### config.mk
export PLATFORM = sky130hd
export DESIGN_NAME = data_axi_bridge
export DESIGN_NICKNAME = d
export VERILOG_FILES = /design/src/rtl/axi_pkg.sv /design/src/rtl/axi_strb_gen.sv /design/src/rtl/data_axi_bridge.sv
export SDC_FILE = /design/constraint.sdc
export NUM_CORES = 1
export LEC_CHECK = 0
export ABC_AREA = 0
export BUFFER_PORTS_ARGS = -buffer_cell sky130_fd_sc_hd__buf_2
export CAP_MARGIN = 0
export CORE_AREA = 5 5 120 122
export CTS_BUF_LIST = sky130_fd_sc_hd__clkbuf_16
export DETAILED_ROUTE_END_ITERATION = 10
export DIE_AREA = 0 0 125 127
export PLACE_DENSITY = 0.73
export SYNTH_ARGS = -nofsm -noshare
export SYNTH_HDL_FRONTEND = slang
export SYNTH_HIERARCHICAL = 1
export SYNTH_SLANG_ARGS = --single-unit
### constraint.sdc
create_clock -name clk -period 2.05 [get_ports clk]
set_input_delay 0.3075 -clock clk [delete_from_list [all_inputs] [get_ports clk]]
set_output_delay 0.3075 -clock clk [all_outputs]
set_load 0.01 [all_outputs]
### src/rtl/axi_pkg.sv
// Shared definitions for the SRAM-like to AXI3 bridges: FSM states,
// AXI encodings and the fixed tie-off values for single-beat transfers.
package axi_pkg;

   typedef enum logic [2:0] {
      IDLE    = 3'd0,
      RD_ADDR = 3'd1,
      RD_DATA = 3'd2,
      WR_ADDR = 3'd3,
      WR_RESP = 3'd4
   } bridge_state_e;

   localparam logic [1:0] BURST_INCR = 2'b01;

   localparam logic [2:0] SIZE_BYTE = 3'd0;
   localparam logic [2:0] SIZE_HALF = 3'd1;
   localparam logic [2:0] SIZE_WORD = 3'd2;

   localparam logic [7:0] LEN_SINGLE    = 8'd0;
   localparam logic [1:0] LOCK_NORMAL   = 2'b00;
   localparam logic [3:0] CACHE_DEFAULT = 4'b0000;
   localparam logic [2:0] PROT_DEFAULT  = 3'b000;

   // Port size code 3 has no meaning upstream and is issued as a word.
   function automatic logic [2:0] axi_size(input logic [1:0] size);
      case (size)
         2'd0:    return SIZE_BYTE;
         2'd1:    return SIZE_HALF;
         default: return SIZE_WORD;
      endcase
   endfunction

endpackage

### src/rtl/axi_strb_gen.sv
// Byte-lane strobe decoder from transfer size and the low address bits;
// shared by the data-side and instruction-side bridges.
module axi_strb_gen (
   input  logic [1:0] size,
   input  logic [1:0] addr_lo,
   output logic [3:0] strb
);

   always_comb begin
      strb = 4'b1111;
      case (size)
         2'd0:    strb = 4'b0001 << addr_lo;
         2'd1:    strb = 4'b0011 << {addr_lo[1], 1'b0};
         default: strb = 4'b1111;
      endcase
   end

endmodule

### src/rtl/data_axi_bridge.sv
// Data-port bridge: one SRAM-like request at a time is turned into a
// single-beat AXI3 read or write; AW and W are issued in parallel.
module data_axi_bridge
   import axi_pkg::*;
#(
   parameter logic [3:0] AXI_ID = 4'd1
) (
   input  logic          clk,
   input  logic          resetn,
   input  logic          data_req,
   input  logic          data_wr,
   input  logic [1:0]    data_size,
   input  logic [31:0]   data_addr,
   input  logic [31:0]   data_wdata,
   output logic [31:0]   data_rdata,
   output logic          data_addr_ok,
   output logic          data_data_ok,
   output logic [3:0]    arid,
   output logic [31:0]   araddr,
   output logic [7:0]    arlen,
   output logic [2:0]    arsize,
   output logic [1:0]    arburst,
   output logic [1:0]    arlock,
   output logic [3:0]    arcache,
   output logic [2:0]    arprot,
   output logic          arvalid,
   input  logic          arready,
   input  logic [3:0]    rid,
   input  logic [31:0]   rdata,
   input  logic [1:0]    rresp,
   input  logic          rlast,
   input  logic          rvalid,
   output logic          rready,
   output logic [3:0]    awid,
   output logic [31:0]   awaddr,
   output logic [7:0]    awlen,
   output logic [2:0]    awsize,
   output logic [1:0]    awburst,
   output logic [1:0]    awlock,
   output logic [3:0]    awcache,
   output logic [2:0]    awprot,
   output logic          awvalid,
   input  logic          awready,
   output logic [3:0]    wid,
   output logic [31:0]   wdata,
   output logic [3:0]    wstrb,
   output logic          wlast,
   output logic          wvalid,
   input  logic          wready,
   input  logic [3:0]    bid,
   input  logic [1:0]    bresp,
   input  logic          bvalid,
   output logic          bready,
   output bridge_state_e fsm_state
);

   // Every AXI valid holds until its ready is seen on a rising edge, and the
   // latched request fields feeding it stay frozen until then.
   bridge_state_e state, state_nxt;

   logic        req_wr;
   logic [1:0]  req_size;
   logic [31:0] req_addr;
   logic [31:0] req_wdata;
   logic        aw_done, w_done;
   logic        aw_fin, w_fin;

   always_ff @(posedge clk or negedge resetn) begin
      if (!resetn) state <= IDLE;
      else         state <= state_nxt;
   end

   always_comb begin
      state_nxt    = state;
      data_addr_ok = 1'b0;
      arvalid      = 1'b0;
      rready       = 1'b0;
      awvalid      = 1'b0;
      wvalid       = 1'b0;
      bready       = 1'b0;
      aw_fin       = aw_done | awready;
      w_fin        = w_done | wready;
      case (state)
         IDLE: begin
            data_addr_ok = 1'b1;
            if (data_req) state_nxt = data_wr ? WR_ADDR : RD_ADDR;
         end
         RD_ADDR: begin
            arvalid = 1'b1;
            if (arready) state_nxt = RD_DATA;
         end
         RD_DATA: begin
            rready = 1'b1;
            if (rvalid) state_nxt = IDLE;
         end
         WR_ADDR: begin
            awvalid = ~aw_done;
            wvalid  = ~w_done;
            if (aw_fin && w_fin) state_nxt = WR_RESP;
         end
         WR_RESP: begin
            bready = 1'b1;
            if (bvalid) state_nxt = IDLE;
         end
         default: state_nxt = IDLE;
      endcase
   end

   always_ff @(posedge clk or negedge resetn) begin
      if (!resetn) begin
         req_wr    <= 1'b0;
         req_size  <= 2'd0;
         req_addr  <= 32'd0;
         req_wdata <= 32'd0;
      end else if (state == IDLE && data_req) begin
         req_wr    <= data_wr;
         req_size  <= data_size;
         req_addr  <= data_addr;
         req_wdata <= data_wdata;
      end
   end

   // Done flags only live inside WR_ADDR, so each write starts with both clear.
   always_ff @(posedge clk or negedge resetn) begin
      if (!resetn) begin
         aw_done <= 1'b0;
         w_done  <= 1'b0;
      end else begin
         aw_done <= (state == WR_ADDR) && (state_nxt == WR_ADDR) && aw_fin;
         w_done  <= (state == WR_ADDR) && (state_nxt == WR_ADDR) && w_fin;
      end
   end

   always_ff @(posedge clk or negedge resetn) begin
      if (!resetn) begin
         data_rdata   <= 32'd0;
         data_data_ok <= 1'b0;
      end else begin
         data_data_ok <= (state == RD_DATA && rvalid) || (state == WR_RESP && bvalid);
         if (state == RD_DATA && rvalid) data_rdata <= rdata;
      end
   end

   axi_strb_gen u_strb_gen (
      .size    (req_size),
      .addr_lo (req_addr[1:0]),
      .strb    (wstrb)
   );

   assign araddr = req_addr;
   assign awaddr = req_addr;
   assign arsize = axi_size(req_size);
   assign awsize = axi_size(req_size);
   assign wdata  = req_wdata;
   assign wlast  = wvalid;

   assign arid    = AXI_ID;
   assign awid    = AXI_ID;
   assign wid     = AXI_ID;
   assign arlen   = LEN_SINGLE;
   assign awlen   = LEN_SINGLE;
   assign arburst = BURST_INCR;
   assign awburst = BURST_INCR;
   assign arlock  = LOCK_NORMAL;
   assign awlock  = LOCK_NORMAL;
   assign arcache = CACHE_DEFAULT;
   assign awcache = CACHE_DEFAULT;
   assign arprot  = PROT_DEFAULT;
   assign awprot  = PROT_DEFAULT;

   assign fsm_state = state;

   // Responses carry no error reporting and every burst is one beat.
   logic unused_inputs;
   assign unused_inputs = ^{rid, rresp, rlast, bid, bresp, req_wr};

endmodule

* Word level (Yosys, flattened, before mapping) *
Index checks and enable logic that the tools add are counted.

storage, ports and cells
  register bits after elaboration = 104
  input port bits = 120
  output and inout bits = 199
  word-level logic and storage cells = 45

operators by class
  equality and inequality tests = 6
  shift-type cells = 2
  mux-type cells = 15
  bitwise gates (word level) = 4
  reductions and logical operators = 10

operators by type and width
  kind                                                                number
  3-bit 2-to-1 mux                                                    5
  3-bit case mux with 5 select lines                                  1
  3-bit by 2-bit == test with 1-bit output (second input constant)    3
  4-bit case mux with 2 select lines                                  1
  1-bit logical AND                                                   7
  1-bit 2-to-1 mux                                                    6
  2-bit case mux with 2 select lines                                  1
  1-bit by 2-bit left shift with 4-bit output (first input constant)  1
  2-bit by 2-bit left shift with 4-bit output (first input constant)  1
  3-bit by 1-bit == test with 1-bit output (second input constant)    1
  3-bit == test (second input constant)                               1
  3-bit logical NOT                                                   1
  2-bit by 1-bit == test with 1-bit output (second input constant)    1
  2-bit logical NOT                                                   1
  2-bit 2-to-1 mux                                                    1
  1-bit NOT                                                           2
  1-bit bitwise OR                                                    2
  1-bit logical OR                                                    1

* Longest topological paths before layout *
Gate-level depths: netlist of run 1.

  depth in word-level cells = 7
  depth in mapped cells = 6
  gate-level depth less buffers = 3

* Hierarchy *
The synthesis of run 1 kept the hierarchy.

by module, submodules not included
  module           times used  cells each  area an instance (sq um)  seq. area each (sq um)
  data_axi_bridge  1           332         4,897.2                   2,602.5
  axi_strb_gen     1           7           51.3                      0.0

* Worst setup path before layout of run 1 *
No wires, ideal clock.

  path type = flip-flop to flip-flop
  start point = reg state[1] (netlist: fsm_state[1])
  end point = reg req_addr[0] (netlist: araddr[0])
  library setup time = 0.125 ns
  arrival time = 1.575 ns
  data required time = 1.925 ns
  slack = 0.350 ns
  stages on the path, launching flop included = 7
  path buffers = 3
  clock period less this slack = 1.700 ns
  cell sequence = dfrtp_1 -> buf_6 -> nor3_4 -> and2_4 -> buf_6 -> buf_12 -> mux2_4

between the ends
  longest elaborated chain between the ends = 2

RTL lines
  element                   line                    source
  start: declaration        data_axi_bridge.sv:59   bridge_state_e state, state_nxt;
  start signal: assignment  data_axi_bridge.sv:70   else state <= state_nxt;
  3-bit logical NOT         data_axi_bridge.sv:115  end else if (state == IDLE && data_req) begin
  1-bit logical AND         data_axi_bridge.sv:115
  end signal: assignment    data_axi_bridge.sv:118  req_addr <= data_addr;
  end: declaration          data_axi_bridge.sv:63   logic [31:0] req_addr;

Every way passes these cells.
A chain may end at the register's enable or synchronous reset.

* Worst setup path after layout of run 1 *
  start point = reg state[2] (netlist: fsm_state[2])
  end point = out wlast

between the ends
  longest elaborated chain between the ends = 2

RTL lines
  element                                   line                   source
  3-bit by 2-bit == test with 1-bit output  data_axi_bridge.sv:83  case (state)
  1-bit 2-to-1 mux                          data_axi_bridge.sv:83
  end: declaration                          data_axi_bridge.sv:47  output logic wlast,

Every way passes these cells.

==> out/qor.yml, run 1 <==
clocking:
  clkTransAtPathRegs_ns: 0.07
  cts_buffers: 9
  cts_resized: 0
  h-tree-depth: 3
  cts_tree: "yes"
  clockBufferDepth: 2
  root_buffer: "clkbuf_16"
  cts_sinks: 104
  clk_latency_ns: 0.34
critical_path:
  crit_fanout: 7
  critical_path_class: "reg -> out"
  crit_required_ns: 1.74
  crit_chain: "nand3b_1, nor2_1, buf_2"
  end_kind: "output pin"
  path_buf_inv: 1
  cpPeakStageDelay_ns: 0.47
  critPathSlowestCell: "dfrtp_1"
  arrival_ns: 1.48
  crit_family: "simple AND/OR/NAND/NOR gates"
  cp-start-kind: "register"
floorplanning:
  core_mm2: 0.0131
  start_util_pct: 37.8
  die-area_mm2: 0.0159
  rows: 42
  die_w_um: 125
  num_io_pins: 319
  die_y_um: 127
drt:
  wire_per_inst_um: 15.3
  drc: 0
  initialDrtViolationCount: 105
  ant_nets: 0
  first_pass_iters: 4
  routed_wl_um: 11300
  num_vias: 3157
  via_per_inst: 4.27
global_routing:
  grt_max_degree: 47
  grt_usage_pct: 13.6
  antenna_found_initial: 0
  grt-ovfl-total: 0
  grt_pass1_vias: 3356
  grt_pass1_wl_um: 17500
timing:
  setup_violations: 0
  period_share_pct: 87.2
  min_period_ns: 1.79
  tns_ns: 0
  maxSlewViolCount: 0
  rsz0062_at_grt: "no"
  fin_skew_ns: 0.00572
  max_freq_ghz: 0.559
  finalHoldViolCount: 0
power_and_ir_drop:
  max-vdd-ir-drop_mv: 0.620
  p_per_area_mw_per_mm2: 1640
  leakage_nw: 3.26
  total_power_mw: 10.1
finish:
  final_layout_size_suffix_gt1_share_pct: 66.3
  ff_latch_area_mm2: 0.00260
  diodes: 0
  final_nets: 679
  multi_input_area_mm2: 0.00171
  area_growth_pct: 24.9
  final_common_cell: "buf_2"
  layout_common_cells: "buf_2, dfrtp_1, conb_1"
  fillers: 1191
  final_cell_area_mm2: 0.00618
yosys:
  yosys-top-cells-area: "dfrtp_1, mux2_4, buf_4"
  ys_warn_count: 6
  synth_edf_count: 0
  synth_xor_area_share_pct: 0
  synthAdderAreaFrac_pct: 0
  synth_compound_area_share_pct: 1.62
  muxShareOfSynthArea_pct: 26.0
  synthArstFlopShare_pct: 100
  synth_top_cell_area_share_pct: 52.6
  syn-cell-area_mm2: 0.00495
  synth_cell_types: 26
  synth_simple_gate_area_share_pct: 2.91
  synth.avg_cell_area_um2: 14.6
  synth_flop_cell: "dfrtp_1"
  yosysSeqAreaShare_pct: 52.6
  synth_seq_cells: 104
  synth_top_family_by_area: "multiplexers"
  netlist_instances: 339
  yosysTopAreaCell: "dfrtp_1"
placement:
  port_buffers: 253
  post_dp_cell_area_mm2: 0.00588
  dpl.hpwl_um: 8970
  place.gp.congestion: 0.795
job:
  cap_violations: 0
min_path:
  hold_path.class: "in -> reg"
run_status:
  status: "completed"
==> layer usage <==
| metal | vias up | GRT usage (%) | wire, um |
|---|---|---|---|
| li1 | 1447 | - | - |
| met4 | 0 | 4.97 | 186 |
| met5 | - | 0 | 0 |
| met1 | 1534 | 16.0 | 4380 |
| met3 | 13 | 3.84 | 919 |
| met2 | 163 | 23.9 | 5850 |
==> report_power, final <==
part / internal [mW] / total, mW / switching [mW]
clock: 0.936 / 1.66 / 0.724
sequential: 3.09 / 3.77 / 0.684
combinational: 2.54 / 4.69 / 2.15
==> cell families after synthesis <==
family          Yosys count
simple gates             22
other cells               2
flops                   104
compound gates           11
mux                      98
buf+inv                 102
==> registers in the layout, indices dropped and copies added (netlist names) <==
| register | cells |
|---|---|
| req_size | 2 |
| aw_done | 1 |
| data_rdata | 32 |
| wdata | 32 |
| w_done | 1 |
| data_data_ok | 1 |
| araddr | 32 |
| fsm_state | 3 |
==> final timing paths <==
path | startpoint | to | slack [ns] | depth (start not counted)
min in group asynchronous | resetn | araddr[24] | 0.44 | 2
worst max-delay path | fsm_state[2] | wlast | 0.26 | 3
worst min register to register | data_rdata[15] | data_rdata[15] | 0.50 | 1
max in group asynchronous | resetn | data_rdata[2] | 0.91 | 3
worst min-delay path | bvalid | data_data_ok | 0.18 | 2
worst max register to register | fsm_state[1] | data_rdata[12] | 0.27 | 3
==> through the flow <==
step | utilization (%) | hold slack [ns] | setup WS, ns | std cells
2_1_floorplan | - | 0.0119 | 0.350 | 389
3_3_place_gp | 44.9 | 0.251 | 0.323 | 723
3_5_place_dp | 44.9 | 0.262 | 0.258 | 723
4_1_cts | 47.2 | 0.164 | 0.224 | 740
5_1_grt | 47.2 | 0.177 | 0.137 | 740
6_report | 47.2 | 0.185 | 0.262 | 740
==> final cells by class <==
type,instances,share of cell area (%)
timing repair buffer,259,21.9
inverter,2,0.121
clock buffer,9,3.64
clock inverter,7,1.03
tap,176,3.56
multi-input combinational,183,27.6
sequential,104,42.1
==> cells in the mapped netlist (2+ instances only) <==
master	number
buf_4	89
inv_1	2
buf_6	6
nand2b_1	3
nor2b_1	2
a21o_1	3
mux2_2	49
o21bai_1	3
mux2_4	49
conb_1	2
nor2_1	9
dfrtp_1	104
buf_12	4
and2_4	2
==> repair_timing <==
| item | CTS | global route |
|---|---|---|
| buffers inserted | 0 | 0 |
| endpoints found under the hold margin | 26 | 0 |
| hold buffers | 1 | 0 |
Note: power is estimated with default switching activity, not from simulation.
==> run 2: changes to the inputs <==
CORE_AREA = 5 5 122 124   (was 5 5 120 122)
DIE_AREA = 0 0 127 129   (was 0 0 125 127)
PLACE_DENSITY = 0.69   (was 0.73)
SLEW_MARGIN = 15   (was unset)
SYNTH_HIERARCHICAL = unset   (was 1)
==> run 2 against run 1 <==
  * Final cell count is 0.68% higher
  * Critical path depth stayed put
  * Clock skew is 0.0020 ns higher
  * Combinational power is 13% lower
  * Critical path type is now reg -> reg
  * Cell area is 3.0% lower
  * Hold slack worse by 0.020 ns
  * Largest power group unchanged
==> out/qor.yml, run 2 <==
finish:
  final_common_cell: "buf_2"
  multi_input_area_mm2: 0.00151
  final_cell_area_mm2: 0.00599
  diodes: 0
  final_layout_size_suffix_gt1_share_pct: 57.7
  fillers: 1284
  final_nets: 680
  ff_latch_area_mm2: 0.00260
  layout_common_cells: "buf_2, dfrtp_1, conb_1"
  area_growth_pct: 27.6
power_and_ir_drop:
  p_seq_share_pct: 39.3
  p_clk_share_pct: 17.9
  p_per_area_mw_per_mm2: 1590
  max-vdd-ir-drop_mv: 0.887
  p_sw_share_pct: 36.4
  leakage_nw: 3.11
  internal-power_mw: 6.07
  p_comb_share_pct: 42.8
  switchingPower_mw: 3.47
clocking:
  clk_latency_ns: 0.35
  cts_sinks: 104
  cts_buffers: 9
  postCtsSetupBuffers: 0
  cts_tree: "yes"
  clkTransAtPathRegs_ns: 0.07
  cts_resized: 0
  clockBufferDepth: 2
  h-tree-depth: 3
  root_buffer: "clkbuf_16"
timing:
  fin_skew_ns: 0.00776
  period_share_pct: 86.8
  rsz0062_at_grt: "no"
  tns_ns: 0
  setup_violations: 0
  min_period_ns: 1.78
  max_freq_ghz: 0.562
  maxSlewViolCount: 0
  finalHoldViolCount: 0
floorplanning:
  start_util_pct: 34.4
  core_mm2: 0.0137
  rows: 43
  die_w_um: 127
  die_y_um: 129
  num_io_pins: 319
  die-area_mm2: 0.0164
critical_path:
  crit_fanout: 65
  end_kind: "register"
  cp-start-kind: "register"
  critical_path_class: "reg -> reg"
  arrival_ns: 2.01
  crit_required_ns: 2.28
  cp-startpoint: "fsm_state[1]"
  r2r_start: "fsm_state[1]"
global_routing:
  grt-ovfl-total: 0
  grt_pass1_wl_um: 16800
  antenna_found_initial: 0
  grt_pass1_vias: 3297
  grt_usage_pct: 13.0
  grt_max_degree: 66
yosys:
  yosysMostFrequentCell: "dfrtp_1"
  synth_cell_types: 27
  yosys-top-cells-area: "dfrtp_1, buf_4, mux2_2"
  yosysTopAreaCell: "dfrtp_1"
  synth_edf_count: 0
  synth_seq_cells: 104
  synth.avg_cell_area_um2: 13.8
  synth_common_cells: "dfrtp_1, buf_4, mux2_2, mux2_1, nor2_1"
  yosysSeqAreaShare_pct: 55.4
  synth_top_cell_area_share_pct: 55.4
  netlist_instances: 341
  synthArstFlopShare_pct: 100
  ys_warn_count: 0
  syn-cell-area_mm2: 0.00470
  synth_flop_cell: "dfrtp_1"
drt:
  wire_per_inst_um: 14.7
  ant_nets: 0
  num_vias: 3162
  routed_wl_um: 10900
  initialDrtViolationCount: 74
  first_pass_iters: 4
  drc: 0
  via_per_inst: 4.24
placement:
  post_dp_cell_area_mm2: 0.00568
  dpl.hpwl_um: 8710
  port_buffers: 253
  place.gp.congestion: 0.755
min_path:
  hold_path.class: "in -> reg"
  hp-start: "data_addr[1]"
job:
  cap_violations: 0
run_status:
  status: "completed"
[run 2: worst paths after layout]
path                                   end  slack [ns]  depth (start not counted)
worst min-delay path             araddr[1]        0.17                          3
min in group asynchronous         wdata[4]        0.39                          2
worst min register to register   wdata[16]        0.48                          1
worst max register to register  araddr[16]        0.27                          3
max in group asynchronous       araddr[10]        0.96                          3
worst max-delay path            araddr[16]        0.27                          3
[run 2: power by group through the flow]
stage               sequential [mW]  clock [mW]  combinational [mW]
detailed placement             3.79           0                4.18
CTS                            3.77        1.78                4.18
floorplan                      4.15           0                2.39
finish                         3.75        1.71                4.08
global placement               3.70           0                4.11
global route                   3.92        1.87                4.43
[run 2: repair_timing]
action / in CTS / in global routing
endpoints found under the setup margin: 0 / 0
hold endpoints to repair: 17 / 0
hold buffers: 1 / 0
[run 2: layout make-up]
class | instances | share of cell area, %
inverters | 2 | 0.125
repair buffers | 259 | 22.6
flip-flops and latches | 104 | 43.4
multi-input cells | 184 | 25.1
well taps | 180 | 3.76
clock inverters | 7 | 1.21
clock buffers | 9 | 3.76
[run 2: critical path, stage by stage (launching register included)]
cell,delay (ns)
dfrtp_1,0.49
nor4b_4,0.40
buf_12,0.32
mux2_2,0.38
[run 2: cell families after synthesis]
| kind of cell | after synthesis | share of synthesized area, % |
|---|---|---|
| DFF | 104 | 55.4 |
| buffers and inverters | 103 | 16.5 |
| muxes | 97 | 23.3 |
| and+or+nand+nor | 25 | 3.20 |
| AOI/OAI and AO/OA | 10 | 1.44 |
| other | 2 | 0.160 |
[run 2: stage by stage]
stage	power (mW)	setup slack, ns	util, %	cells	hold slack, ns
finish	9.54	0.270	43.8	745	0.165
global route	10.2	0.158	43.8	745	0.159
CTS	9.73	0.257	43.8	745	0.146
detailed placement	7.98	0.269	41.6	728	0.200
global placement	7.82	0.315	41.6	728	0.194
floorplan	6.54	0.309	-	391	0.0119
[run 2: routing by layer]
metal	global-route usage, %	up-vias	wire [um]
li1	-	1443	-
met1	14.3	1530	3760
met2	22.6	173	5700
met3	4.65	16	1220
met4	5.87	0	241
met5	0	-	0
==> run 3: changes to the inputs <==
CORE_AREA = 5 5 121 123   (was 5 5 122 124)
DIE_AREA = 0 0 126 128   (was 0 0 127 129)
GPL_ROUTABILITY_DRIVEN = 0   (was unset)
PLACE_DENSITY = unset   (was 0.69)
PLACE_DENSITY_LB_ADDON = 0.15   (was unset)
clock period = 2.1 ns   (was 2.05 ns; I/O delays follow)
==> run 3 against run 2 <==
  * Via count increased by 0.28%
  * Sequential power down 4%
  * Critical path depth unchanged
  * Hold slack improved by 0.018 ns
  * Global-route usage is 0.41 points higher
  * Sequential share of layout area is essentially flat
  * Non-clock buffer count increased by 1
  * Register-to-register slack better by 0.13 ns
  * Combinational power fell by 1%
  * First-iteration DRC count rose by 43%
  * Cell area increased by 0.10%
  * Critical path type is now reg -> out
  * Largest cell class unchanged
  * Largest power group unchanged
  * Highest routed layer is now met5
==> out/qor.yml, run 3 (synthesis results as in run 2) <==
run_status:
  status: "completed"
min_path:
  hold_path.class: "in -> reg"
  hold_depth: 2
timing:
  tns_ns: 0
  period_share_pct: 83.0
  rsz0062_at_grt: "no"
  maxSlewViolCount: 0
  min_period_ns: 1.74
  finalHoldViolCount: 0
  max_freq_ghz: 0.574
  fin_skew_ns: 0.00953
  setup_violations: 0
finish:
  area_growth_pct: 27.7
  final_cell_area_mm2: 0.00600
  diodes: 0
  layout_common_cells: "buf_2, dfrtp_1, conb_1"
  fillers: 1293
  final_layout_size_suffix_gt1_share_pct: 57.8
  final_common_cell: "buf_2"
  final_nets: 681
critical_path:
  end_kind: "output pin"
  crit_fanout: 8
  path_depth: 3
  critPathSlowestCell: "dfrtp_1"
  critical_path_class: "reg -> out"
  crit_required_ns: 1.78
  r2r_cells: 3
  cpPeakStageDelay_ns: 0.49
  path_buf_inv: 1
  crit_chain: "nand3b_1, nor2_1, buf_2"
  arrival_ns: 1.43
  crit_family: "flip-flops"
  cp-start-kind: "register"
drt:
  wire_per_inst_um: 14.9
  num_vias: 3171
  drc: 0
  first_pass_iters: 3
  ant_nets: 0
  initialDrtViolationCount: 106
  routed_wl_um: 11100
  via_per_inst: 4.25
clocking:
  cts_tree: "yes"
  clockBufferDepth: 2
  root_buffer: "clkbuf_16"
  postCtsSetupBuffers: 0
  h-tree-depth: 3
  cts_resized: 0
  clkTransAtPathRegs_ns: 0.07
  clk_latency_ns: 0.34
  cts_buffers: 9
  cts_sinks: 104
floorplanning:
  die-area_mm2: 0.0161
  rows: 43
  die_w_um: 126
  core_mm2: 0.0136
  start_util_pct: 34.6
  num_io_pins: 319
  die_y_um: 128
power_and_ir_drop:
  leakage_nw: 3.11
  p_per_area_mw_per_mm2: 1550
  max-vdd-ir-drop_mv: 0.604
global_routing:
  grt_pass1_vias: 3298
  grt_pass1_wl_um: 17100
  antenna_found_initial: 1
  grt_max_degree: 51
  grt-ovfl-total: 0
  grt_usage_pct: 13.4
placement:
  post_dp_cell_area_mm2: 0.00569
  dpl.hpwl_um: 8890
  port_buffers: 253
job:
  cap_violations: 0
run 3: changes by cell type in the layout (fill, tap and decap cells not counted), sizes merged:
cell / change
buf: +1
clkinv: +1
inv: -1
run 3: worst paths after layout:
path / startpoint / end / slack (ns)
worst min register to register: data_rdata[11] / data_rdata[11] / 0.48
worst max-delay path: fsm_state[2] / wvalid / 0.36
max in group asynchronous: resetn / wdata[20] / 1.06
min in group asynchronous: resetn / araddr[26] / 0.42
worst max register to register: fsm_state[1] / araddr[11] / 0.40
worst min-delay path: rdata[24] / data_rdata[24] / 0.18
run 3: metrics by stage:
stage	instances	total power, mW	setup WS, ns	hold WS, ns	util (%)
4_1_cts	746	9.49	0.317	0.163	44.2
5_1_grt	746	9.96	0.195	0.170	44.2
6_report	746	9.29	0.357	0.184	44.2
3_5_place_dp	729	7.78	0.400	0.270	42.0
3_3_place_gp	729	7.72	0.419	0.266	42.0
2_1_floorplan	391	6.38	0.359	0.0194	-
run 3: area by class of cell:
type,instances,area (um^2),area share (%)
inverters,2,7.51,0.125
multi-input cells,184,1510,25.1
flip-flops and latches,104,2600,43.4
repair buffers,260,1360,22.7
clock buffers,9,225,3.75
clock inverters,7,71.3,1.19
well taps,180,225,3.75
run 3: layer usage:
metal  global-route usage (%)  share of wire [%]  routed length [um]
met1                     13.9                 34                3780
met2                     23.7                 51                5660
met3                     5.58                 12                1390
met4                     5.99                2.3                 258
met5                        0              0.099                  11
run 3: what timing repair did:
item	4_1_cts	5_1_grt
hold endpoints to repair	26	0
endpoints found under the setup margin	0	0
hold buffers	1	0
run 3: where the power goes:
| group | internal (mW) | switching, mW | total, mW |
|---|---|---|---|
| clock network | 0.927 | 0.740 | 1.67 |
| logic | 1.99 | 2.03 | 4.02 |
| registers | 3.01 | 0.596 | 3.61 |
| total | 5.93 | 3.36 | 9.29 |
